--- src/rtl/conv_rdma_v2_pkg.sv ---
// Shared types, derived widths and descriptor field offsets for the conv read-DMA.
package conv_rdma_pkg;

  localparam int unsigned AW_DEF = 14;
  localparam int unsigned SW_DEF = 7;
  localparam int unsigned NB_DEF = 2;

  function automatic int unsigned calc_bw(input int unsigned nb);
    return (nb <= 1) ? 1 : $clog2(nb);
  endfunction

  function automatic int unsigned desc_w(input int unsigned aw, input int unsigned sw,
                                         input int unsigned bw);
    return 4 * aw + 3 * sw + bw;
  endfunction

  localparam int unsigned BW    = calc_bw(NB_DEF);
  localparam int unsigned DESCW = desc_w(AW_DEF, SW_DEF, BW);

  // LSB offsets of each descriptor field; base sits at bit 0
  function automatic int unsigned off_size0(input int unsigned aw);
    return aw;
  endfunction
  function automatic int unsigned off_step0(input int unsigned aw, input int unsigned sw);
    return aw + sw;
  endfunction
  function automatic int unsigned off_size1(input int unsigned aw, input int unsigned sw);
    return 2 * aw + sw;
  endfunction
  function automatic int unsigned off_step1(input int unsigned aw, input int unsigned sw);
    return 2 * aw + 2 * sw;
  endfunction
  function automatic int unsigned off_size2(input int unsigned aw, input int unsigned sw);
    return 3 * aw + 2 * sw;
  endfunction
  function automatic int unsigned off_step2(input int unsigned aw, input int unsigned sw);
    return 3 * aw + 3 * sw;
  endfunction
  function automatic int unsigned off_bank(input int unsigned aw, input int unsigned sw);
    return 4 * aw + 3 * sw;
  endfunction

  typedef enum logic {ST_IDLE, ST_RUN} state_t;

endpackage

--- src/rtl/conv_rdma_v2_if.sv ---
// Descriptor, bank read and output stream bundle of the conv read-DMA.
interface conv_rdma_v2_if #(
  parameter int unsigned AW = 14,
  parameter int unsigned DW = 8,
  parameter int unsigned DN = 8,
  parameter int unsigned NB = 2,
  parameter int unsigned SW = 7
);
  import conv_rdma_pkg::*;

  localparam int unsigned BANK_W = calc_bw(NB);
  localparam int unsigned DESC_W = desc_w(AW, SW, BANK_W);

  logic [DESC_W-1:0]     desc_data;
  logic                  desc_valid;
  logic                  desc_ready;
  logic [AW-1:0]         bank_addr;
  logic [NB-1:0]         bank_addr_valid;
  logic [NB-1:0]         bank_addr_ready;
  logic [NB*DN*DW-1:0]   bank_data;
  logic [NB-1:0]         bank_data_valid;
  logic [NB-1:0]         bank_data_ready;
  logic [DN*DW-1:0]      s_data;
  logic                  s_first;
  logic                  s_last;
  logic                  s_valid;
  logic                  s_ready;

  modport master (
    input  desc_data, desc_valid, bank_addr_ready, bank_data, bank_data_valid, s_ready,
    output desc_ready, bank_addr, bank_addr_valid, bank_data_ready,
           s_data, s_first, s_last, s_valid
  );

  modport slave (
    output desc_data, desc_valid, bank_addr_ready, bank_data, bank_data_valid, s_ready,
    input  desc_ready, bank_addr, bank_addr_valid, bank_data_ready,
           s_data, s_first, s_last, s_valid
  );

endinterface

--- src/rtl/conv_rdma_v2_route_fifo.sv ---
// Route FIFO: remembers {bank, first, last} of each issued read so data returns in order.
module rdma_route_fifo #(
  parameter int unsigned WIDTH = 4,
  parameter int unsigned DEPTH = 4
) (
  input  logic             clk,
  input  logic             rst,
  input  logic             push,
  input  logic [WIDTH-1:0] din,
  input  logic             pop,
  output logic [WIDTH-1:0] dout,
  output logic             full,
  output logic             empty
);
  localparam int unsigned PW = $clog2(DEPTH);

  logic [WIDTH-1:0] mem [DEPTH];
  logic [PW-1:0]    wr_ptr, rd_ptr;
  logic [PW:0]      count;
  logic             do_push, do_pop;

  assign full    = (count == (PW+1)'(DEPTH));
  assign empty   = (count == '0);
  assign do_push = push && !full;
  assign do_pop  = pop && !empty;
  assign dout    = mem[rd_ptr];

  always_ff @(posedge clk) begin
    if (rst) begin
      wr_ptr <= '0;
      rd_ptr <= '0;
      count  <= '0;
    end else begin
      if (do_push) wr_ptr <= wr_ptr + 1'b1;
      if (do_pop)  rd_ptr <= rd_ptr + 1'b1;
      case ({do_push, do_pop})
        2'b10:   count <= count + 1'b1;
        2'b01:   count <= count - 1'b1;
        default: count <= count;
      endcase
    end
  end

  always_ff @(posedge clk) begin
    if (do_push) mem[wr_ptr] <= din;
  end

endmodule

--- src/rtl/conv_rdma_v2.sv ---
// Conv read-DMA: walks a 3-level strided address loop over one bank and
// returns the read beats in issue order through a zero-latency data path.
module conv_rdma_v2
  import conv_rdma_pkg::*;
#(
  parameter int unsigned AW = 14,
  parameter int unsigned DW = 8,
  parameter int unsigned DN = 8,
  parameter int unsigned NB = 2,
  parameter int unsigned SW = 7,
  parameter int unsigned OD = 4
) (
  input  logic            clk,
  input  logic            rst,
  conv_rdma_v2_if.master  io,
  output logic            busy,
  output logic            err
);
  localparam int unsigned BANK_W = calc_bw(NB);
  localparam int unsigned FW     = BANK_W + 2;
  localparam int unsigned BEAT_W = DN * DW;

  state_t            state, state_n;
  logic [AW-1:0]     step0, step1, step2, addr, row_ptr, plane_ptr;
  logic [SW-1:0]     size0, size1, size2, i0, i1, i2;
  logic [BANK_W-1:0] bank_r, d_bank, head_bank;
  logic              d_legal, desc_fire, issue, first_beat, last_beat;
  logic              addr_rdy_sel, full, empty, pop, s_valid;
  logic [NB-1:0]     addr_valid, data_ready;
  logic [FW-1:0]     head;
  logic [BEAT_W-1:0] s_data;

  assign d_bank     = io.desc_data[off_bank(AW, SW) +: BANK_W];
  assign d_legal    = 32'(d_bank) < NB;
  assign desc_fire  = (state == ST_IDLE) && io.desc_valid;
  assign first_beat = (i0 == '0) && (i1 == '0) && (i2 == '0);
  assign last_beat  = (i0 == size0) && (i1 == size1) && (i2 == size2);
  assign issue      = (state == ST_RUN) && !full && addr_rdy_sel;

  always_comb begin
    addr_valid   = '0;
    addr_rdy_sel = 1'b0;
    for (int unsigned k = 0; k < NB; k++) begin
      if (bank_r == BANK_W'(k)) begin
        addr_valid[k] = (state == ST_RUN) && !full;
        addr_rdy_sel  = io.bank_addr_ready[k];
      end
    end
  end

  always_comb begin
    state_n = state;
    case (state)
      ST_IDLE: if (desc_fire && d_legal) state_n = ST_RUN;
      ST_RUN:  if (issue && last_beat)   state_n = ST_IDLE;
      default: state_n = ST_IDLE;
    endcase
  end

  always_ff @(posedge clk) begin
    if (rst) state <= ST_IDLE;
    else     state <= state_n;
  end

  // Row/plane pointers hold the start of the current inner loop so each
  // wrap reloads from them instead of multiplying indices by strides.
  always_ff @(posedge clk) begin
    if (rst) begin
      {step0, step1, step2} <= '0;
      {size0, size1, size2} <= '0;
      {i0, i1, i2}          <= '0;
      {addr, row_ptr, plane_ptr} <= '0;
      bank_r <= '0;
      err    <= 1'b0;
    end else if (desc_fire) begin
      addr      <= io.desc_data[AW-1:0];
      row_ptr   <= io.desc_data[AW-1:0];
      plane_ptr <= io.desc_data[AW-1:0];
      size0     <= io.desc_data[off_size0(AW) +: SW];
      step0     <= io.desc_data[off_step0(AW, SW) +: AW];
      size1     <= io.desc_data[off_size1(AW, SW) +: SW];
      step1     <= io.desc_data[off_step1(AW, SW) +: AW];
      size2     <= io.desc_data[off_size2(AW, SW) +: SW];
      step2     <= io.desc_data[off_step2(AW, SW) +: AW];
      bank_r    <= d_bank;
      {i0, i1, i2} <= '0;
      if (!d_legal) err <= 1'b1;
    end else if (issue) begin
      if (i0 != size0) begin
        i0   <= i0 + 1'b1;
        addr <= addr + step0;
      end else if (i1 != size1) begin
        i0      <= '0;
        i1      <= i1 + 1'b1;
        row_ptr <= row_ptr + step1;
        addr    <= row_ptr + step1;
      end else if (i2 != size2) begin
        i0        <= '0;
        i1        <= '0;
        i2        <= i2 + 1'b1;
        plane_ptr <= plane_ptr + step2;
        row_ptr   <= plane_ptr + step2;
        addr      <= plane_ptr + step2;
      end
    end
  end

  rdma_route_fifo #(.WIDTH(FW), .DEPTH(OD)) u_route_fifo (
    .clk   (clk),
    .rst   (rst),
    .push  (issue),
    .din   ({bank_r, first_beat, last_beat}),
    .pop   (pop),
    .dout  (head),
    .full  (full),
    .empty (empty)
  );

  assign head_bank = head[FW-1:2];

  always_comb begin
    s_data     = '0;
    s_valid    = 1'b0;
    data_ready = '0;
    for (int unsigned k = 0; k < NB; k++) begin
      if (head_bank == BANK_W'(k)) begin
        s_data        = io.bank_data[k*BEAT_W +: BEAT_W];
        s_valid       = io.bank_data_valid[k] && !empty;
        data_ready[k] = io.s_ready && !empty;
      end
    end
  end

  assign pop                = s_valid && io.s_ready;
  assign io.desc_ready      = (state == ST_IDLE);
  assign io.bank_addr       = addr;
  assign io.bank_addr_valid = addr_valid;
  assign io.bank_data_ready = data_ready;
  assign io.s_data          = s_data;
  assign io.s_valid         = s_valid;
  assign io.s_first         = head[1] && !empty;
  assign io.s_last          = head[0] && !empty;
  assign busy               = (state == ST_RUN) || !empty;

endmodule

--- src/flat_wrapper.sv ---
// flat-port wrapper written by rule: the top's interface ports become plain ports
module conv_rdma_v2_flat import conv_rdma_pkg::*;
#(
  parameter int unsigned AW = 14,
  parameter int unsigned DW = 8,
  parameter int unsigned DN = 8,
  parameter int unsigned NB = 2,
  parameter int unsigned SW = 7,
  parameter int unsigned OD = 4
)
  (clk, rst, busy, err, io_desc_data, io_desc_valid, io_bank_addr_ready, io_bank_data, io_bank_data_valid, io_s_ready, io_desc_ready, io_bank_addr, io_bank_addr_valid, io_bank_data_ready, io_s_data, io_s_first, io_s_last, io_s_valid);
  conv_rdma_v2_if #(.AW(AW), .DW(DW), .DN(DN), .NB(NB), .SW(SW)) io_i ();
  input  logic clk;
  input  logic rst;
  output logic busy;
  output logic err;
  input wire logic [$bits(io_i.desc_data)-1:0] io_desc_data;
  input wire logic [$bits(io_i.desc_valid)-1:0] io_desc_valid;
  input wire logic [$bits(io_i.bank_addr_ready)-1:0] io_bank_addr_ready;
  input wire logic [$bits(io_i.bank_data)-1:0] io_bank_data;
  input wire logic [$bits(io_i.bank_data_valid)-1:0] io_bank_data_valid;
  input wire logic [$bits(io_i.s_ready)-1:0] io_s_ready;
  output wire logic [$bits(io_i.desc_ready)-1:0] io_desc_ready;
  output wire logic [$bits(io_i.bank_addr)-1:0] io_bank_addr;
  output wire logic [$bits(io_i.bank_addr_valid)-1:0] io_bank_addr_valid;
  output wire logic [$bits(io_i.bank_data_ready)-1:0] io_bank_data_ready;
  output wire logic [$bits(io_i.s_data)-1:0] io_s_data;
  output wire logic [$bits(io_i.s_first)-1:0] io_s_first;
  output wire logic [$bits(io_i.s_last)-1:0] io_s_last;
  output wire logic [$bits(io_i.s_valid)-1:0] io_s_valid;
  assign io_i.desc_data = io_desc_data;
  assign io_i.desc_valid = io_desc_valid;
  assign io_i.bank_addr_ready = io_bank_addr_ready;
  assign io_i.bank_data = io_bank_data;
  assign io_i.bank_data_valid = io_bank_data_valid;
  assign io_i.s_ready = io_s_ready;
  assign io_desc_ready = io_i.desc_ready;
  assign io_bank_addr = io_i.bank_addr;
  assign io_bank_addr_valid = io_i.bank_addr_valid;
  assign io_bank_data_ready = io_i.bank_data_ready;
  assign io_s_data = io_i.s_data;
  assign io_s_first = io_i.s_first;
  assign io_s_last = io_i.s_last;
  assign io_s_valid = io_i.s_valid;
  conv_rdma_v2 #(.AW(AW), .DW(DW), .DN(DN), .NB(NB), .SW(SW), .OD(OD)) u_core (.clk(clk), .rst(rst), .io(io_i), .busy(busy), .err(err));
endmodule
--- config.mk ---
export PLATFORM = sky130hd
export DESIGN_NAME = conv_rdma_v2_flat
export DESIGN_NICKNAME = d
export VERILOG_FILES = /design/src/rtl/conv_rdma_v2_pkg.sv /design/src/rtl/conv_rdma_v2_if.sv /design/src/rtl/conv_rdma_v2_route_fifo.sv /design/src/rtl/conv_rdma_v2.sv /design/src/flat_wrapper.sv
export SDC_FILE = /design/constraint.sdc
export NUM_CORES = 1
export LEC_CHECK = 0
export ABC_AREA = 1
export CAP_MARGIN = 20
export CORE_MARGIN = 2
export CORE_UTILIZATION = 45
export CTS_BUF_LIST = sky130_fd_sc_hd__clkbuf_4 sky130_fd_sc_hd__clkbuf_8
export DETAILED_ROUTE_END_ITERATION = 6
export MAX_ROUTING_LAYER = met4
export PLACE_DENSITY = 0.81
export SYNTH_ARGS = -nofsm -noshare
export SYNTH_HDL_FRONTEND = slang
export SYNTH_SLANG_ARGS = --single-unit
export TNS_END_PERCENT = 100
--- constraint.sdc ---
create_clock -name clk -period 5.9 [get_ports clk]
set_input_delay 1.18 -clock clk [delete_from_list [all_inputs] [get_ports clk]]
set_output_delay 1.18 -clock clk [all_outputs]
set_load 0.005 [all_outputs]
==> flow_results.xml <==
<?xml version="1.0" encoding="UTF-8"?>
<metrics>
  <group name="run_status">
    <metric name="status" unit="">finished, final reports clean</metric>
  </group>
  <group name="worst_setup_path">
    <metric name="critical_path.top_delay_family" unit="">buffers and inverters</metric>
    <metric name="worst_ep_arrival" unit="ns">3.16</metric>
    <metric name="cp-end-kind" unit="">output port</metric>
    <metric name="cp_num_buf_inv" unit="">5</metric>
    <metric name="timing.setup.critical_path_class" unit="">reg2out</metric>
    <metric name="cp_cell_sequence" unit="">inv_2, nand2_1, nand3_1, nand2_2, buf_4, inv_2, buf_16, nand2_1, nand2_1, clkdlybuf4s50_1</metric>
    <metric name="cell_at_the_slowest_stage_of_the_critical_path" unit="">sky130_fd_sc_hd__buf_4</metric>
    <metric name="worstPathMaxFanout" unit="">67</metric>
    <metric name="critical-path-max-stage-delay" unit="ns">0.53</metric>
    <metric name="worst_ep_required_time" unit="ns">4.72</metric>
    <metric name="critical-path-top-cell-by-count" unit="">sky130_fd_sc_hd__nand2_1</metric>
    <metric name="start_kind" unit="">flip-flop</metric>
  </group>
  <group name="floorplanning">
    <metric name="placementRows" unit="">54</metric>
    <metric name="placeableCoreArea" unit="µm²">21800</metric>
    <metric name="die_span_x" unit="µm">153</metric>
    <metric name="die_area" unit="µm²">23300</metric>
    <metric name="io_count" unit="">302</metric>
    <metric name="start_util" unit="%">45.7</metric>
    <metric name="chipHeight" unit="µm">153</metric>
  </group>
  <group name="timing">
    <metric name="setup_ws" unit="ns">1.56</metric>
    <metric name="hold_slack" unit="ns">0.461</metric>
    <metric name="worst_slew_margin_rel" unit="%">33.1</metric>
    <metric name="fin_setup_tns" unit="ns">0</metric>
    <metric name="finalMaxSlewViolations" unit="">0</metric>
    <metric name="rsz0062_at_grt" unit="">no</metric>
    <metric name="clock_period_minus_worst_slack" unit="ns">4.34</metric>
    <metric name="final.period_utilization" unit="%">73.6</metric>
    <metric name="max_slew.worst_pin.slew" unit="ns">1.00</metric>
    <metric name="final_hold_viol_count" unit="">0</metric>
    <metric name="fin_skew" unit="ns">0.0157</metric>
    <metric name="fmax" unit="MHz">230</metric>
    <metric name="finalSetupViolations" unit="">0</metric>
  </group>
  <group name="synth">
    <metric name="number_of_enable_flip_flop_cells_after_synthesis" unit="">12</metric>
    <metric name="yosys.area.top_type_share" unit="%">27.6</metric>
    <metric name="synth.largest_area_cell" unit="">sky130_fd_sc_hd__dfxtp_1</metric>
    <metric name="synth.distinct_cells" unit="">46</metric>
    <metric name="synth_area_per_cell" unit="µm²">6.33</metric>
    <metric name="yosys_warnings" unit="">0</metric>
    <metric name="yosysSeqAreaShare" unit="%">31.2</metric>
    <metric name="ys_seq_elements" unit="">149</metric>
    <metric name="synthesis.area" unit="µm²">9950</metric>
    <metric name="mappedNetlistNets" unit="">1839</metric>
    <metric name="synth_flop_cell" unit="">sky130_fd_sc_hd__dfxtp_1</metric>
    <metric name="netlist_instances" unit="">1571</metric>
    <metric name="synthTopCellsByArea" unit="">sky130_fd_sc_hd__dfxtp_1 (28%), sky130_fd_sc_hd__nand2_1 (21%), sky130_fd_sc_hd__nor2_1 (8.5%)</metric>
    <metric name="ys_async_sr_fraction" unit="%">0</metric>
  </group>
  <group name="drt">
    <metric name="drtIter0Drc" unit="">1098</metric>
    <metric name="route.detailed.drc" unit="">0</metric>
    <metric name="route.final.wire_length" unit="µm">34400</metric>
    <metric name="drt_pass1_iterations" unit="">6</metric>
    <metric name="vias" unit="">11100</metric>
    <metric name="postRouteAntennaNets" unit="">0</metric>
    <metric name="routed_via_density" unit="">5.18</metric>
    <metric name="drt-wirelength-per-cell" unit="µm">16.2</metric>
  </group>
  <group name="global_route">
    <metric name="number_of_antenna_violations_at_the_first_check_in_global_routing" unit="">0</metric>
    <metric name="grt.total_usage" unit="%">29.5</metric>
    <metric name="grt_pass1_vias" unit="">10300</metric>
    <metric name="overflow" unit="">0</metric>
    <metric name="grt_start_max_net_pins" unit="">86</metric>
    <metric name="first_pass_grt_wire_length" unit="µm">54100</metric>
  </group>
  <group name="finish">
    <metric name="layout.nets" unit="">2107</metric>
    <metric name="layout-drive-gt1-share" unit="%">5.13</metric>
    <metric name="multiInputGateArea" unit="µm²">6100</metric>
    <metric name="diode_count" unit="">0</metric>
    <metric name="layout.area.seq" unit="µm²">3100</metric>
    <metric name="layout_area_growth_over_synthesis" unit="%">35.5</metric>
    <metric name="fillCellCount" unit="">2049</metric>
  </group>
  <group name="power_and_ir_drop">
    <metric name="vdd_ir_drop_max" unit="V">0.000148</metric>
    <metric name="power.leakage" unit="nW">6.38</metric>
    <metric name="power_density" unit="nW/µm²">223</metric>
  </group>
  <group name="clocking">
    <metric name="cts.clk_slew.worst_paths" unit="ns">0.08</metric>
    <metric name="post-cts-setup-buffers" unit="">0</metric>
    <metric name="tritoncts.num_buffers" unit="">17</metric>
    <metric name="cts_resized" unit="">0</metric>
    <metric name="htree_num_levels" unit="">4</metric>
    <metric name="clock_sinks" unit="">149</metric>
    <metric name="tritoncts" unit="">yes</metric>
    <metric name="cts_max_path_buffers" unit="">2</metric>
    <metric name="clock-root-buffer" unit="">sky130_fd_sc_hd__clkbuf_8</metric>
    <metric name="postCtsHoldBufs" unit="">0</metric>
    <metric name="insertion_delay" unit="ns">0.48</metric>
  </group>
  <group name="placement">
    <metric name="port_buffers" unit="">300</metric>
    <metric name="place_hpwl" unit="µm">26800</metric>
    <metric name="pre_cts_setup_slack" unit="ns">1.97</metric>
    <metric name="finalWeightedCongestion" unit="">0.938</metric>
  </group>
  <group name="hold_path">
    <metric name="source_of_the_worst_hold_timing_path" unit="">u_core.row_ptr[2]</metric>
    <metric name="hold_path_class" unit="">reg2reg</metric>
  </group>
  <group name="run">
    <metric name="max-cap-violations" unit="">0</metric>
  </group>
</metrics>
==> area by class of cell <==
class                           instances  area share (%)
Timing Repair Buffer                  305            22.7
Clock buffer                           18            1.79
Sequential cell                       149            23.0
Multi-Input combinational cell       1235            45.3
Inverter                              131            3.65
Clock inverter                         14           0.966
Tap cell                              280            2.60
==> Yosys cell counts, types with 2 or more instances <==
cell type,count
sky130_fd_sc_hd__dfxtp_1,137
sky130_fd_sc_hd__buf_1,9
sky130_fd_sc_hd__nor2_4,7
sky130_fd_sc_hd__nand3_1,102
sky130_fd_sc_hd__buf_2,10
sky130_fd_sc_hd__o21bai_1,2
sky130_fd_sc_hd__fa_1,4
sky130_fd_sc_hd__a21oi_1,53
sky130_fd_sc_hd__inv_1,123
sky130_fd_sc_hd__xor2_1,24
sky130_fd_sc_hd__nand3b_1,3
sky130_fd_sc_hd__inv_2,8
sky130_fd_sc_hd__nand2_4,5
sky130_fd_sc_hd__buf_6,4
sky130_fd_sc_hd__clkbuf_1,31
sky130_fd_sc_hd__nor3b_1,4
sky130_fd_sc_hd__edfxtp_1,12
sky130_fd_sc_hd__a21oi_2,7
sky130_fd_sc_hd__nand2_2,5
sky130_fd_sc_hd__o21bai_2,7
sky130_fd_sc_hd__nor4_1,4
sky130_fd_sc_hd__o21ai_0,102
sky130_fd_sc_hd__nor2_1,226
sky130_fd_sc_hd__and2_1,2
sky130_fd_sc_hd__nor2_2,7
sky130_fd_sc_hd__ha_1,50
sky130_fd_sc_hd__or2_2,2
sky130_fd_sc_hd__nand4_1,13
sky130_fd_sc_hd__nand2b_1,3
sky130_fd_sc_hd__nor3_1,12
sky130_fd_sc_hd__nand2_1,557
sky130_fd_sc_hd__xnor2_1,21
sky130_fd_sc_hd__buf_4,2
==> final timing paths <==
check                                 endpoint  slack, ns  cells after the start
hold reg to reg              u_core.row_ptr[2]       0.46                      2
hold / removal               u_core.row_ptr[2]       0.46                      2
setup / recovery                 io_s_data[42]       1.56                     10
setup reg to reg  u_core.u_route_fifo.count[2]       2.53                     16
==> cells by family after synthesis <==
| family | share of synthesized area, % |
|---|---|
| buffers and inverters | 7.56 |
| flip-flops | 31.2 |
| AND/OR/NAND/NOR | 40.1 |
| AO/OA/AOI/OAI | 9.91 |
| XOR/XNOR | 4.13 |
| adder cells (fa/ha/maj) | 7.10 |
| other | 0.0377 |
==> worst reg2reg max path: stages (launching register included) <==
cell	delay [ns]
sky130_fd_sc_hd__dfxtp_1	0.48
sky130_fd_sc_hd__nand2_1	0.10
sky130_fd_sc_hd__nand3_1	0.11
sky130_fd_sc_hd__nand2_2	0.05
sky130_fd_sc_hd__buf_4	0.33
sky130_fd_sc_hd__inv_2	0.55
sky130_fd_sc_hd__nor2_1	0.12
sky130_fd_sc_hd__nor3_2	0.16
sky130_fd_sc_hd__nand2_1	0.16
sky130_fd_sc_hd__inv_1	0.11
sky130_fd_sc_hd__ha_1	0.14
sky130_fd_sc_hd__inv_1	0.07
sky130_fd_sc_hd__fa_1	0.44
sky130_fd_sc_hd__a21oi_1	0.14
sky130_fd_sc_hd__o21ai_0	0.11
sky130_fd_sc_hd__o21ai_0	0.17
sky130_fd_sc_hd__a21oi_1	0.05
==> per-layer routing <==
metal  part of all wire (%)  vias to the layer above  global-route usage [%]
met2                     49                      472                    50.8
met3                    6.8                       84                    4.44
met1                     41                     4992                    35.0
met5                      0                        -                       -
met4                    3.3                        0                    10.9
li1                       -                     5502                       -
==> power by group <==
group | total [mW] | internal, mW | leakage [nW] | switching [mW]
Combinational | 1.08 | 0.501 | 4.97 | 0.576
Sequential | 1.16 | 1.09 | 1.24 | 0.0675
Clock | 0.767 | 0.340 | 0.175 | 0.428
Total | 3.01 | 1.93 | 6.38 | 1.07
==> registers in the layout (all words and copies together) (netlist names), named ones only <==
register                    cells
u_core.io.bank_addr            14
u_core.plane_ptr               14
u_core.row_ptr                 14
u_core.step0                   14
u_core.step1                   14
u_core.step2                   14
u_core.u_route_fifo.mem        12
u_core.i0                       7
u_core.i1                       7
u_core.i2                       7
u_core.size0                    7
u_core.size1                    7
u_core.size2                    7
u_core.u_route_fifo.count       3
u_core.u_route_fifo.rd_ptr      2
u_core.u_route_fifo.wr_ptr      2
u_core.bank_r                   1
u_core.state                    1
==> per-stage QoR <==
step / power (mW) / util (%) / instances / cell area [µm²]
after global routing: 3.17 / 61.9 / 2132 / 13500
after detailed placement: 2.24 / 60.1 / 2099 / 13100
after CTS: 3.00 / 61.8 / 2131 / 13400
final: 3.01 / 61.9 / 2132 / 13500
after global placement: 2.23 / 60.1 / 2099 / 13100
after floorplan: 1.75 / - / 1571 / 9950
==> cells in the final DEF, fill, tap and decap left out, types with 2 or more instances in the layout <==
cell type,synthesis,layout
sky130_fd_sc_hd__nand2b_1,3,3
sky130_fd_sc_hd__buf_4,2,4
sky130_fd_sc_hd__ha_1,50,50
sky130_fd_sc_hd__edfxtp_1,12,12
sky130_fd_sc_hd__o21ai_0,102,102
sky130_fd_sc_hd__inv_2,8,10
sky130_fd_sc_hd__clkinvlp_4,0,5
sky130_fd_sc_hd__dfxtp_1,137,137
sky130_fd_sc_hd__nor2_1,226,226
sky130_fd_sc_hd__nand2_1,557,556
sky130_fd_sc_hd__and2_1,2,2
sky130_fd_sc_hd__xor2_1,24,24
sky130_fd_sc_hd__xnor2_1,21,21
sky130_fd_sc_hd__nand2_4,5,6
sky130_fd_sc_hd__nor4_1,4,4
sky130_fd_sc_hd__clkinv_4,0,4
sky130_fd_sc_hd__nand4_1,13,13
sky130_fd_sc_hd__a21oi_1,53,53
sky130_fd_sc_hd__clkbuf_8,0,17
sky130_fd_sc_hd__nor3b_1,4,4
sky130_fd_sc_hd__nor2_4,7,7
sky130_fd_sc_hd__nand3b_1,3,3
sky130_fd_sc_hd__o21bai_1,2,2
sky130_fd_sc_hd__or2_2,2,2
sky130_fd_sc_hd__inv_1,123,120
sky130_fd_sc_hd__nor3_1,12,12
sky130_fd_sc_hd__o21bai_2,7,7
sky130_fd_sc_hd__nor2_2,7,7
sky130_fd_sc_hd__nand3_1,102,102
sky130_fd_sc_hd__a21oi_2,7,7
sky130_fd_sc_hd__inv_6,0,2
sky130_fd_sc_hd__clkdlybuf4s50_1,0,300
sky130_fd_sc_hd__nand2_2,5,5
sky130_fd_sc_hd__fa_1,4,4
sky130_fd_sc_hd__clkinv_2,0,2
(Power assumes the default switching activity.)
